$ cat src/rtl/flow_handler_fifo.sv
// Dual-rail two-phase toggle handshake receiver, DEPTH-entry FIFO, and toggle-protocol sender.
// Tokens pass through in strict order. There is no pass-through path when the FIFO is full.
module flow_handler_fifo #(
  parameter int DATA_WIDTH = 16,
  parameter int DEPTH      = 4,
  parameter int CNT_WIDTH  = $clog2(DEPTH) + 1
) (
  input  logic                  clka,
  input  logic                  rsta,
  input  logic                  in_diff_pair_p,
  input  logic                  in_diff_pair_n,
  input  logic [DATA_WIDTH-1:0] in_data,
  output logic                  in_ack_p,
  output logic                  in_ack_n,
  output logic                  in_pipe_en,
  output logic                  out_diff_pair_p,
  output logic                  out_diff_pair_n,
  output logic [DATA_WIDTH-1:0] out_data,
  input  logic                  out_ack_p,
  input  logic                  out_ack_n,
  output logic [CNT_WIDTH-1:0]  fifo_count,
  output logic                  full,
  output logic                  empty
);

  localparam int PTR_WIDTH = $clog2(DEPTH);
  localparam logic [CNT_WIDTH-1:0] DEPTH_C = CNT_WIDTH'(DEPTH);

  logic                  expected_p_r;
  logic                  expected_n_r;
  logic                  out_p_r;
  logic                  out_n_r;
  logic [DATA_WIDTH-1:0] out_data_r;
  logic [DATA_WIDTH-1:0] mem_r [DEPTH];
  logic [PTR_WIDTH-1:0]  wr_ptr_r;
  logic [PTR_WIDTH-1:0]  rd_ptr_r;
  logic [CNT_WIDTH-1:0]  count_r;
  logic                  full_r;
  logic                  empty_r;

  logic                  pending_s;
  logic                  push_s;
  logic                  outstanding_s;
  logic                  pop_s;
  logic [CNT_WIDTH-1:0]  count_next_s;

  // A token needs both rails flipped relative to the expected phase.
  // A single-rail flip is ignored.
  assign pending_s     = (in_diff_pair_p ^ expected_p_r) & (in_diff_pair_n ^ expected_n_r);
  assign push_s        = pending_s & ~full_r;
  assign outstanding_s = (out_p_r != out_ack_p) | (out_n_r != out_ack_n);
  assign pop_s         = ~outstanding_s & ~empty_r;

  // Occupancy next-state from push/pop pairing
  always_comb begin
    count_next_s = count_r;
    case ({push_s, pop_s})
      2'b10:   count_next_s = count_r + CNT_WIDTH'(1);
      2'b01:   count_next_s = count_r - CNT_WIDTH'(1);
      default: count_next_s = count_r;
    endcase
  end

  // Upstream phase tracking: the expected registers double as the acknowledge
  always_ff @(posedge clka) begin
    if (!rsta) begin
      expected_p_r <= 1'b1;
      expected_n_r <= 1'b0;
    end else if (push_s) begin
      expected_p_r <= ~expected_p_r;
      expected_n_r <= ~expected_n_r;
    end else begin
      expected_p_r <= expected_p_r;
      expected_n_r <= expected_n_r;
    end
  end

  // FIFO storage and write pointer
  always_ff @(posedge clka) begin
    if (!rsta) begin
      for (int i = 0; i < DEPTH; i++) begin
        mem_r[i] <= '0;
      end
      wr_ptr_r <= '0;
    end else if (push_s) begin
      mem_r[wr_ptr_r] <= in_data;
      wr_ptr_r        <= wr_ptr_r + PTR_WIDTH'(1);
    end else begin
      wr_ptr_r <= wr_ptr_r;
    end
  end

  // Downstream sender: a new token launches once the previous one is fully acknowledged
  always_ff @(posedge clka) begin
    if (!rsta) begin
      out_p_r    <= 1'b1;
      out_n_r    <= 1'b0;
      out_data_r <= '0;
      rd_ptr_r   <= '0;
    end else if (pop_s) begin
      out_p_r    <= ~out_p_r;
      out_n_r    <= ~out_n_r;
      out_data_r <= mem_r[rd_ptr_r];
      rd_ptr_r   <= rd_ptr_r + PTR_WIDTH'(1);
    end else begin
      out_p_r    <= out_p_r;
      out_n_r    <= out_n_r;
      out_data_r <= out_data_r;
      rd_ptr_r   <= rd_ptr_r;
    end
  end

  // Occupancy and registered full/empty flags
  always_ff @(posedge clka) begin
    if (!rsta) begin
      count_r <= '0;
      full_r  <= 1'b0;
      empty_r <= 1'b1;
    end else begin
      count_r <= count_next_s;
      full_r  <= (count_next_s == DEPTH_C);
      empty_r <= (count_next_s == CNT_WIDTH'(0));
    end
  end

  assign in_ack_p        = expected_p_r;
  assign in_ack_n        = expected_n_r;
  assign in_pipe_en      = push_s;
  assign out_diff_pair_p = out_p_r;
  assign out_diff_pair_n = out_n_r;
  assign out_data        = out_data_r;
  assign fifo_count      = count_r;
  assign full            = full_r;
  assign empty           = empty_r;

endmodule

$ cat config.mk
export PLATFORM = sky130hd
export DESIGN_NAME = flow_handler_fifo
export DESIGN_NICKNAME = d
export VERILOG_FILES = /design/src/rtl/flow_handler_fifo.sv
export SDC_FILE = /design/constraint.sdc
export NUM_CORES = 1
export LEC_CHECK = 0
export ABC_AREA = 1
export BUFFER_PORTS_ARGS = -buffer_cell sky130_fd_sc_hd__buf_2
export CAP_MARGIN = 30
export CORE_ASPECT_RATIO = 0.7
export CORE_MARGIN = 3
export CORE_UTILIZATION = 58
export CTS_CLUSTER_DIAMETER = 100
export CTS_CLUSTER_SIZE = 12
export DETAILED_ROUTE_END_ITERATION = 6
export PLACE_DENSITY = 0.79
export SYNTH_ARGS = -nofsm -noshare
export SYNTH_HDL_FRONTEND = slang
export SYNTH_SLANG_ARGS = --single-unit
$ cat constraint.sdc
create_clock -name clka -period 2.9 [get_ports clka]
set_input_delay 0.145 -clock clka [delete_from_list [all_inputs] [get_ports clka]]
set_output_delay 0.145 -clock clka [all_outputs]
set_load 0.05 [all_outputs]
==> reports/qor.tcl, run 1 <==
set qor(power.internal_w) 0.00231
set qor(cts_hold_buffers) 0
set qor(die_height_microns) 78.9
set qor(grt_max_degree) 39
set qor(p_switching_w) 0.00137
set qor(viasPerCell) 4.89
set qor(layout-drive-gt1-share) 0.194
set qor(holdCritPathClass) {in -> reg}
set qor(max_cap_violations) 0
set qor(syn_avg_cell_area_sq_um) 8.91
set qor(seq_area_frac_synth) 0.569
set qor(dieWidth_microns) 110
set qor(seq_power_share) 0.469
set qor(ctsHtreeMaxLevel) 3
set qor(globalRoute.totalOverflow) 0
set qor(die-area_sq_um) 8680
set qor(timing.slew.headroom) 0.468
set qor(clk_pin_slew_ps) 90
set qor(final_common_cell) {nand2_1}
set qor(antenna_found_initial) 0
set qor(yosysWarningCount) 0
set qor(timing_worst_slew_pin_value_ps) 797
set qor(pre_cts_ws_ps) 738
set qor(drt_first_pass_iters) 4
set qor(post-cts-setup-buffer-count) 0
set qor(fin_skew_ps) 9.09
set qor(clk_path_buf_depth) 2
set qor(timing.critical_path.required_ps) 3190
set qor(synth.cell_area_sq_um) 4400
set qor(root_buffer) {clkbuf_8}
set qor(power.density_cell_area_nw_per_um2) 750
set qor(status) {finished, final reports clean}
set qor(drt_drc_violations_left) 0
set qor(p_leak_nw) 2.36
set qor(first_global_vias) 2972
set qor(design.final.nets) 566
set qor(synth.ff_latch_count) 93
set qor(hold_violations) 0
set qor(synth_cells) 494
set qor(worst_skew_pair.late_latency_ps) 360
set qor(post_cts_resized) 0
set qor(wirelength_mm) 8.85
set qor(sw_frac_of_total) 0.371
set qor(pwr-share-clk) 0.229
set qor(boundary_pins) 48
set qor(initial_core_util) 0.625
set qor(mostFrequentLayoutCells) {nand2_1, inv_1, edfxtp_1}
set qor(critical_path.startpoint_type) {register}
set qor(timing.critical_path.to_type) {register}
set qor(worst_ir_drop_vdd_v) 0.000433
set qor(min_period_ps) 2230
set qor(fmaxAchievable_mhz) 448
set qor(unrepaired_setup_endpoints_after_global_routing) {false}
set qor(synth_cell_type_count) 29
set qor(regArea_sq_um) 2500
set qor(routed-via-count) 3135
set qor(layout.filler_cells) 569
set qor(cts.sink_count) 93
set qor(port-buffer-count) 47
set qor(fin_tns_setup_ps) 0
set qor(cp_data_arrival_time_ps) 2520
set qor(crit_fanout) 4
set qor(num_antenna_cells) 0
set qor(wire_per_inst_microns) 13.8
set qor(route.antenna.remaining_nets) 0
set qor(setup_viols_final) 0
set qor(area.growth.synth_to_final_pct) 11.6
set qor(final.period_utilization) 0.770
set qor(cts_tree) {done}
set qor(slew_violations) 0
set qor(multi_input_comb_area_sq_um) 1380
set qor(place_congestion) 0.778
set qor(placement_rows) 25
set qor(worstSetupPathType) {reg -> reg}
set qor(place.detailed.hpwl_mm) 6.16
set qor(grt_pass1_wl_mm) 14.5
set qor(setup_ws_ps) 668
set qor(floorplan.core_area_sq_um) 7040
set qor(cts_inserted_buffers) 9
set qor(initialDrtViolationCount) 232
set qor(synth_nets) 518
set qor(track_usage) 0.224
set qor(power_frac_comb) 0.302
-- cells by family (layout without fill, tap and decap cells) --
group	Yosys count	after routing	synth area share
buf+inv	125	178	0.118
fa+ha+maj	2	2	0.00739
compound gates	46	46	0.0705
flops	93	93	0.569
xor+xnor	2	2	0.00398
simple gates	226	226	0.231
-- layout make-up --
type / instances / area share
Clock inverter: 4 / 0.00586
Sequential cell: 93 / 0.510
Clock buffer: 12 / 0.0347
Timing Repair Buffer: 59 / 0.0663
Multi-Input combinational cell: 276 / 0.280
Inverter: 103 / 0.0788
Tap cell: 94 / 0.0240
-- state kept, by name, indices dropped and copies added, names as in the netlist --
register and flops:
rd_ptr_r 2, out_data 16, wr_ptr_r 2, out_diff_pair_p 1, empty 1, out_diff_pair_n 1
in_ack_n 1, full 1, fifo_count 3, in_ack_p 1, mem_r 64
-- power by group through the flow --
stage / clock network, W / logic, W / registers, W
6_report: 0.000843 / 0.00111 / 0.00173
5_1_grt: 0.000918 / 0.00123 / 0.00175
4_1_cts: 0.000856 / 0.00112 / 0.00173
2_1_floorplan: 0 / 0.000629 / 0.00198
3_5_place_dp: 0 / 0.00112 / 0.00176
3_3_place_gp: 0 / 0.00109 / 0.00174
-- per-stage QoR --
step	power [W]	area (sq um)	std cells	hold slack, ps	utilization
3_5_place_dp	0.00288	4710	625	414	0.669
3_3_place_gp	0.00283	4710	625	377	0.669
4_1_cts	0.00371	4910	641	23.4	0.697
6_report	0.00368	4910	641	51.4	0.697
5_1_grt	0.00390	4910	641	31.9	0.697
2_1_floorplan	0.00261	4400	494	257	-
-- final timing paths --
check                                     start               to  slack, ps  depth (start not counted)
worst max-delay path            out_diff_pair_n            empty        670                         11
worst min-delay path                  out_ack_p  out_diff_pair_p         50                          2
worst max register to register  out_diff_pair_n            empty        670                         11
worst min register to register         in_ack_n         in_ack_n        520                          2
-- synth_stat cells --
master,count,share of area
nand2_1,118,0.10
inv_1,102,0.087
edfxtp_1,64,0.44
nor2_1,59,0.050
o211ai_1,32,0.055
dfxtp_1,29,0.13
nor3_1,16,0.018
nor2_2,14,0.020
o21ai_0,11,0.013
buf_2,10,0.011
nand2_4,8,0.020
clkbuf_1,5,0.0043
a21oi_1,3,0.0034
buf_4,3,0.0051
nand2_2,3,0.0043
nand3_1,3,0.0034
xor2_1,2,0.0040
buf_1,1,0.00085
buf_12,1,0.0046
buf_6,1,0.0026
clkbuf_4,1,0.0017
fa_1,1,0.0046
ha_1,1,0.0028
inv_2,1,0.00085
nand3_2,1,0.0023
nand4_1,1,0.0014
nand4_2,1,0.0028
nor2_4,1,0.0026
nor2_8,1,0.0046
-- per-layer routing --
metal  GRT usage  up-vias  routed length [microns]
met5           0        -                        0
met4      0.0923        0                      175
met3      0.0520       16                      624
met2       0.352       99                     4130
met1       0.301     1384                     3920
li1            -     1636                        -
-- critical path: stages (launching register included) --
cell and delay [ps]:
dfxtp_1 380, inv_1 80, nand2_1 80, nand3_1 120, nor2_1 290, ha_1 240
inv_1 80, fa_1 480, nand2_1 50, o21ai_0 100, nand2_1 110, o21ai_0 150
Power figures use the tool's default switching activity.
==> run 2: changes to the inputs <==
--- a/config.mk
+++ b/config.mk
@@ -10,11 +10,11 @@
 export CAP_MARGIN = 30
 export CORE_ASPECT_RATIO = 0.7
 export CORE_MARGIN = 3
-export CORE_UTILIZATION = 58
+export CORE_UTILIZATION = 53
 export CTS_CLUSTER_DIAMETER = 100
 export CTS_CLUSTER_SIZE = 12
 export DETAILED_ROUTE_END_ITERATION = 6
-export PLACE_DENSITY = 0.79
+export PLACE_DENSITY = 0.76
 export SYNTH_ARGS = -nofsm -noshare
 export SYNTH_HDL_FRONTEND = slang
 export SYNTH_SLANG_ARGS = --single-unit
==> constraint.sdc (replaced) <==
create_clock -name clka -period 1.9 [get_ports clka]
set_input_delay 0.095 -clock clka [delete_from_list [all_inputs] [get_ports clka]]
set_output_delay 0.095 -clock clka [all_outputs]
set_load 0.05 [all_outputs]
==> reports/qor.tcl, run 2 (synthesis results as in run 1) <==
set qor(status) {finished with violations} ;# was finished, final reports clean
set qor(failed_checks) {negative setup slack}
set qor(route.antenna.remaining_nets) 0 ;# unchanged
set qor(grt_max_degree) 68 ;# was 39
set qor(initialDrtViolationCount) 224 ;# was 232
set qor(wirelength_mm) 9.02 ;# was 8.85 mm
set qor(clk_pin_slew_ps) 70 ;# was 90 ps
set qor(route.layer.met1.wl_mm) 3.98 ;# was 3.92 mm
set qor(cts_inserted_buffers) 9 ;# unchanged
set qor(routed.top_layer) {met4} ;# unchanged
set qor(pre_cts_ws_ps) -49.2 ;# was 738 ps
set qor(worst_ir_drop_vdd_v) 0.000877 ;# was 0.000433 V
set qor(fin_worst_hold_slack_ps) 68.3 ;# was 51.4 ps
set qor(timing_worst_slew_pin_value_ps) 873 ;# was 797 ps
set qor(cpMaxStageDelayCell) {fa_2} ;# was fa_1
set qor(num_antenna_cells) 0 ;# unchanged
set qor(setup_viols_final) 2 ;# was 0
set qor(slowest_delay_ps) 530 ;# was 480 ps
set qor(fin_skew_ps) 6.12 ;# was 9.09 ps
set qor(timing.critical_path.required_ps) 2170 ;# was 3190 ps
set qor(layout.filler_cells) 650 ;# was 569
set qor(final_common_cell) {nand2_1} ;# unchanged
set qor(design.final.nets) 574 ;# was 566
set qor(first_global_vias) 3022 ;# was 2972
set qor(timing.critical_path.to_type) {register} ;# unchanged
set qor(crit_fanout) 4 ;# unchanged
set qor(slew_violations) 0 ;# unchanged
set qor(detailroute.wirelength.met2_mm) 4.24 ;# was 4.13 mm
set qor(port-buffer-count) 47 ;# unchanged
set qor(max_cap_violations) 0 ;# unchanged
set qor(cts.sink_count) 93 ;# unchanged
set qor(drt_drc_violations_left) 0 ;# unchanged
set qor(power.density_cell_area_nw_per_um2) 1260 ;# was 750 nW/um^2
set qor(die-area_sq_um) 9450 ;# was 8680 sq um
set qor(unrepaired_setup_endpoints_after_global_routing) {true} ;# was false
set qor(place_congestion) 0.790 ;# was 0.778
set qor(viasPerCell) 4.92 ;# was 4.89
set qor(ctsHtreeMaxLevel) 3 ;# unchanged
set qor(timing.slew.headroom) 0.418 ;# was 0.468
set qor(floorplan.core_area_sq_um) 7970 ;# was 7040 sq um
set qor(met3_length_microns) 684 ;# was 624 microns
set qor(cp_data_arrival_time_ps) 2200 ;# was 2520 ps
set qor(worst-path-stages) 10 ;# was 11
set qor(layout-drive-gt1-share) 0.252 ;# was 0.194
set qor(drt_first_pass_iters) 4 ;# unchanged
set qor(initial_core_util) 0.552 ;# was 0.625
set qor(area.growth.synth_to_final_pct) 19.4 ;# was 11.6%
set qor(track_usage) 0.204 ;# was 0.224
set qor(hold_violations) 0 ;# unchanged
set qor(worst_skew_pair.late_latency_ps) 340 ;# was 360 ps
set qor(final.period_utilization) 1.02 ;# was 0.770
set qor(reg2reg_depth) 10 ;# was 11
set qor(holdCritPathClass) {in -> reg} ;# unchanged
set qor(die_height_microns) 82.2 ;# was 78.9 microns
set qor(boundary_pins) 48 ;# unchanged
set qor(largest_reg_flops) 64 ;# unchanged
set qor(registers.top_by_ff_count) {mem_r} ;# unchanged
set qor(crit_family) {simple AND/OR/NAND/NOR gates} ;# was adder cells
set qor(routed-via-count) 3225 ;# was 3135
set qor(antenna_found_initial) 0 ;# unchanged
set qor(fmaxAchievable_mhz) 517 ;# was 448 MHz
set qor(root_buffer) {clkbuf_16} ;# was clkbuf_8
set qor(setup_ws_ps) -34.3 ;# was 668 ps
set qor(crit_path_cells) {nand2_2 > nand3_4 > nor2_4 > ha_4 > inv_2 > fa_2 > nand2_2 > o21ai_2 > nand2_1 > nor2_2} ;# was inv_1 > nand2_1 > nand3_1 > nor2_1 > ha_1 > inv_1 > fa_1 > nand2_1 > o21ai_0 > nand2_1 > o21ai_0
set qor(dieWidth_microns) 115 ;# was 110 microns
set qor(grt_pass1_wl_mm) 14.4 ;# was 14.5 mm
set qor(critical_path.startpoint_type) {register} ;# unchanged
set qor(globalRoute.totalOverflow) 0 ;# unchanged
set qor(timing.critical_path.buf_inv) 1 ;# was 2
set qor(mostFrequentLayoutCells) {nand2_1, inv_1, edfxtp_1} ;# unchanged
set qor(worstSetupPathType) {reg -> reg} ;# unchanged
set qor(min_period_ps) 1930 ;# was 2230 ps
set qor(wire_per_inst_microns) 13.7 ;# was 13.8 microns
set qor(p_leak_nw) 2.48 ;# was 2.36 nW
set qor(timing.critical_path.mode_cell) {nand2_2} ;# was nand2_1
set qor(clk_path_buf_depth) 2 ;# unchanged
set qor(cts_tree) {done} ;# unchanged
set qor(number_of_cells_on_the_worst_hold_path) 3 ;# was 2
set qor(placement_rows) 27 ;# was 25
set qor(place.detailed.hpwl_mm) 6.03 ;# was 6.16 mm
run 2: layer usage:
layer	GRT usage	vias up
met5	0	-
met2	0.334	102
met1	0.257	1460
met4	0.0832	0
met3	0.0597	8
li1	-	1655
run 2: final cells by class:
class / count / area [sq um] / area share
multi-input combinational: 276 / 1460 / 0.277
clock buffer: 9 / 225 / 0.0429
tap: 101 / 126 / 0.0241
inverter: 103 / 389 / 0.0741
sequential: 93 / 2520 / 0.480
clock inverter: 7 / 121 / 0.0231
timing repair buffer: 67 / 413 / 0.0786
run 2: tightest hold or removal path: stages:
cell	delay, ps
buf_2	110
nand2_4	60
inv_1	40
run 2: power by group:
group / leakage, nW / internal (W) / switching (W) / total (W)
registers: 0.903 / 0.00249 / 0.000137 / 0.00263
logic: 1.41 / 0.000565 / 0.00137 / 0.00193
clock network: 0.170 / 0.00129 / 0.000770 / 0.00206
run 2: final timing paths:
kind                                      start  slack (ps)               to
worst max register to register  out_diff_pair_n         -30             full
worst min-delay path                in_data[10]          70     mem_r[3][10]
worst min register to register  out_diff_pair_p         500  out_diff_pair_p
worst max-delay path            out_diff_pair_n         -30             full
run 2: timing repair:
action,4_1_cts,5_1_grt
hold endpoints to repair,1,0
pin swaps,3,8
setup buffers,0,2
resized for setup,5,11
setup endpoints to repair,3,3
hold buffers,1,0
run 2: metrics by stage:
| stage | area, sq um | total power (W) | utilization | cells | TNS, ps |
|---|---|---|---|---|---|
| finish | 5250 | 0.00662 | 0.659 | 656 | -38.1 |
| global route | 5250 | 0.00696 | 0.659 | 656 | -387 |
| CTS | 5210 | 0.00658 | 0.654 | 654 | -4.47 |
| detailed placement | 4830 | 0.00450 | 0.606 | 637 | -49.2 |
| global placement | 4830 | 0.00443 | 0.606 | 637 | 0 |
| floorplan | 4450 | 0.00403 | - | 494 | 0 |
==> run 3: changes to the inputs <==
--- a/config.mk
+++ b/config.mk
@@ -15,6 +15,7 @@
 export CTS_CLUSTER_SIZE = 12
 export DETAILED_ROUTE_END_ITERATION = 6
 export PLACE_DENSITY = 0.76
+export SKIP_CTS_REPAIR_TIMING = 1
 export SYNTH_ARGS = -nofsm -noshare
 export SYNTH_HDL_FRONTEND = slang
 export SYNTH_SLANG_ARGS = --single-unit
==> reports/qor.tcl, run 3 (synthesis results as in run 1) <==
set qor(antenna_found_initial) 0 ;# unchanged
set qor(min_period_ps) 1870 ;# was 1930 ps
set qor(layout-drive-gt1-share) 0.254 ;# was 0.252
set qor(max_cap_violations) 0 ;# unchanged
set qor(track_usage) 0.203 ;# was 0.204
set qor(crit_family) {adder cells} ;# was simple AND/OR/NAND/NOR gates
set qor(slew_violations) 0 ;# unchanged
set qor(power.internal_w) 0.00435 ;# about the same
set qor(floorplan.core_area_sq_um) 7970 ;# unchanged
set qor(r2r_setup_slack_ps) 30 ;# was -30 ps
set qor(pwr-share-clk) 0.312 ;# about the same
set qor(totalPowerFinal_w) 0.00663 ;# was 0.00662 W
set qor(timing.critical_path.required_ps) 2180 ;# was 2170 ps
set qor(power_frac_comb) 0.292 ;# about the same
set qor(clk_pin_slew_ps) 70 ;# about the same
set qor(timing.hold.worst.start) {in_data[10]} ;# unchanged
set qor(final.period_utilization) 0.985 ;# was 1.02
set qor(worstReg2RegStart) {out_diff_pair_n} ;# unchanged
set qor(number_of_cells_on_the_worst_hold_path) 3 ;# unchanged
set qor(fmaxAchievable_mhz) 534 ;# was 517 MHz
set qor(grt_pass1_wl_mm) 14.3 ;# was 14.4 mm
set qor(first_global_vias) 3014 ;# was 3022
set qor(route.antenna.remaining_nets) 0 ;# unchanged
set qor(wirelength_mm) 9.05 ;# was 9.02 mm
set qor(worst_ir_drop_vdd_v) 0.000878 ;# was 0.000877 V
set qor(worstHoldEndpoint) {mem_r[3][10]} ;# unchanged
set qor(timing_worst_slew_pin_value_ps) 871 ;# was 873 ps
set qor(drt_first_pass_iters) 5 ;# was 4
set qor(cts.sink_count) 93 ;# unchanged
set qor(worstSetupPathType) {reg -> reg} ;# unchanged
set qor(routed-via-count) 3229 ;# was 3225
set qor(setup_viols_final) 0 ;# was 2
set qor(port-buffer-count) 47 ;# unchanged
set qor(fin_skew_ps) 7.49 ;# was 6.12 ps
set qor(place.detailed.hpwl_mm) 6.03 ;# unchanged
set qor(critical_path.startpoint_type) {register} ;# unchanged
set qor(area.growth.synth_to_final_pct) 19.3 ;# was 19.4%
set qor(p_switching_w) 0.00227 ;# was 0.00228 W
set qor(clk_path_buf_depth) 2 ;# unchanged
set qor(crit_path_cells) {nand2_1 > nand3_4 > nor2_4 > ha_4 > inv_4 > fa_2 > nand2_2 > o21ai_2 > nand2_1 > o21ai_1} ;# was nand2_2 > nand3_4 > nor2_4 > ha_4 > inv_2 > fa_2 > nand2_2 > o21ai_2 > nand2_1 > nor2_2
set qor(timing.critical_path.buf_inv) 1 ;# unchanged
set qor(design.final.nets) 574 ;# unchanged
set qor(largest_reg_flops) 64 ;# unchanged
set qor(placement_rows) 27 ;# unchanged
set qor(hold_violations) 0 ;# unchanged
set qor(seq_power_share) 0.396 ;# about the same
set qor(registers.top_by_ff_count) {mem_r} ;# unchanged
set qor(initial_core_util) 0.552 ;# unchanged
set qor(sw_frac_of_total) 0.343 ;# was 0.344
set qor(power.density_cell_area_nw_per_um2) 1260 ;# about the same
set qor(place_congestion) 0.790 ;# unchanged
set qor(slowest_delay_ps) 530 ;# about the same
set qor(cp_data_arrival_time_ps) 2150 ;# was 2200 ps
set qor(final_common_cell) {nand2_1} ;# unchanged
set qor(worst_skew_pair.late_latency_ps) 350 ;# was 340 ps
set qor(die_height_microns) 82.2 ;# unchanged
set qor(grt_max_degree) 68 ;# unchanged
set qor(dieWidth_microns) 115 ;# unchanged
set qor(boundary_pins) 48 ;# unchanged
set qor(mostFrequentLayoutCells) {nand2_1, inv_1, edfxtp_1} ;# unchanged
set qor(wire_per_inst_microns) 13.8 ;# was 13.7 microns
set qor(placed_cells_incl_taps) 637 ;# unchanged
set qor(timing.critical_path.mode_cell) {nand2_1} ;# was nand2_2
set qor(timing.critical_path.to_type) {register} ;# unchanged
set qor(timing.slew.headroom) 0.419 ;# was 0.418
set qor(layout.filler_cells) 647 ;# was 650
set qor(ctsHtreeMaxLevel) 3 ;# unchanged
set qor(viasPerCell) 4.92 ;# about the same
set qor(num_antenna_cells) 0 ;# unchanged
set qor(globalRoute.totalOverflow) 0 ;# unchanged
set qor(die-area_sq_um) 9450 ;# unchanged
set qor(initialDrtViolationCount) 237 ;# was 224
set qor(crit_fanout) 4 ;# unchanged
set qor(crit-reg2reg-capture) {empty} ;# was full
set qor(p_leak_nw) 2.48 ;# about the same
set qor(unrepaired_setup_endpoints_after_global_routing) {true} ;# unchanged
set qor(layout.cells.non_filler) 656 ;# unchanged
set qor(drt_drc_violations_left) 0 ;# unchanged
set qor(cts_tree) {done} ;# unchanged
set qor(cts_inserted_buffers) 9 ;# unchanged
set qor(holdCritPathClass) {in -> reg} ;# unchanged
set qor(root_buffer) {clkbuf_16} ;# unchanged
set qor(reg2reg_depth) 10 ;# unchanged
set qor(cpMaxStageDelayCell) {fa_2} ;# unchanged
set qor(status) {finished, final reports clean} ;# was finished with violations
run 3: cell types whose count changed in the layout (fill, tap and decap cells not counted):
cell	before	now
inv_2	4	5
inv_1	98	97
nand2_4	9	8
nand2_2	9	10
run 3: area by class of cell:
class / count / area [sq um] / share of cell area
Clock buffer: 9 / 225 / 0.0429
Clock inverter: 7 / 121 / 0.0231
Inverter: 103 / 389 / 0.0741
Multi-Input combinational cell: 276 / 1450 / 0.276
Sequential cell: 93 / 2520 / 0.481
Tap cell: 101 / 126 / 0.0241
Timing Repair Buffer: 67 / 413 / 0.0787
run 3: stage by stage:
stage                     cell area, sq um   util  worst slack (ps)  TNS [ps]  hold slack [ps]
after floorplan                       4450      -              3.11         0              196
after global placement                4830  0.606              82.6         0              313
after detailed placement              4830  0.606             -49.2     -49.2              317
after CTS                             5180  0.650             -95.1      -145            -52.2
after global routing                  5250  0.658              -137      -406             62.7
final                                 5250  0.658              28.8         0             67.9
run 3: worst max path at each step:
stage,endpoint,slack [ps],start,cells past startpoint
after floorplan,empty,3,out_diff_pair_n,11
after global placement,full,80,out_diff_pair_n,14
after detailed placement,full,-50,out_diff_pair_p,15
after CTS,full,-100,out_diff_pair_p,15
after global routing,empty,-140,out_diff_pair_p,13
final,empty,30,out_diff_pair_n,10
run 3: worst reg2reg max path, delay by kind of cell (launching register included):
kind	cells	cell delay (ps)
compound gates	2	190
fa+ha+maj	2	710
buf+inv	1	40
flops	1	350
simple gates	5	520
run 3: metal layers:
metal / GRT usage / up-vias / share of wire
li1: - / 1653 / -
met1: 0.254 / 1474 / 0.45
met2: 0.334 / 89 / 0.47
met3: 0.0597 / 13 / 0.068
met4: 0.0832 / 0 / 0.018
met5: 0 / - / 0
run 3: power groups by stage:
stage	clock, W	combinational (W)	sequential [W]
after detailed placement	0	0.00183	0.00267
after CTS	0.00209	0.00183	0.00262
after global placement	0	0.00179	0.00265
final	0.00206	0.00194	0.00262
after global routing	0.00218	0.00212	0.00266
after floorplan	0	0.000993	0.00303
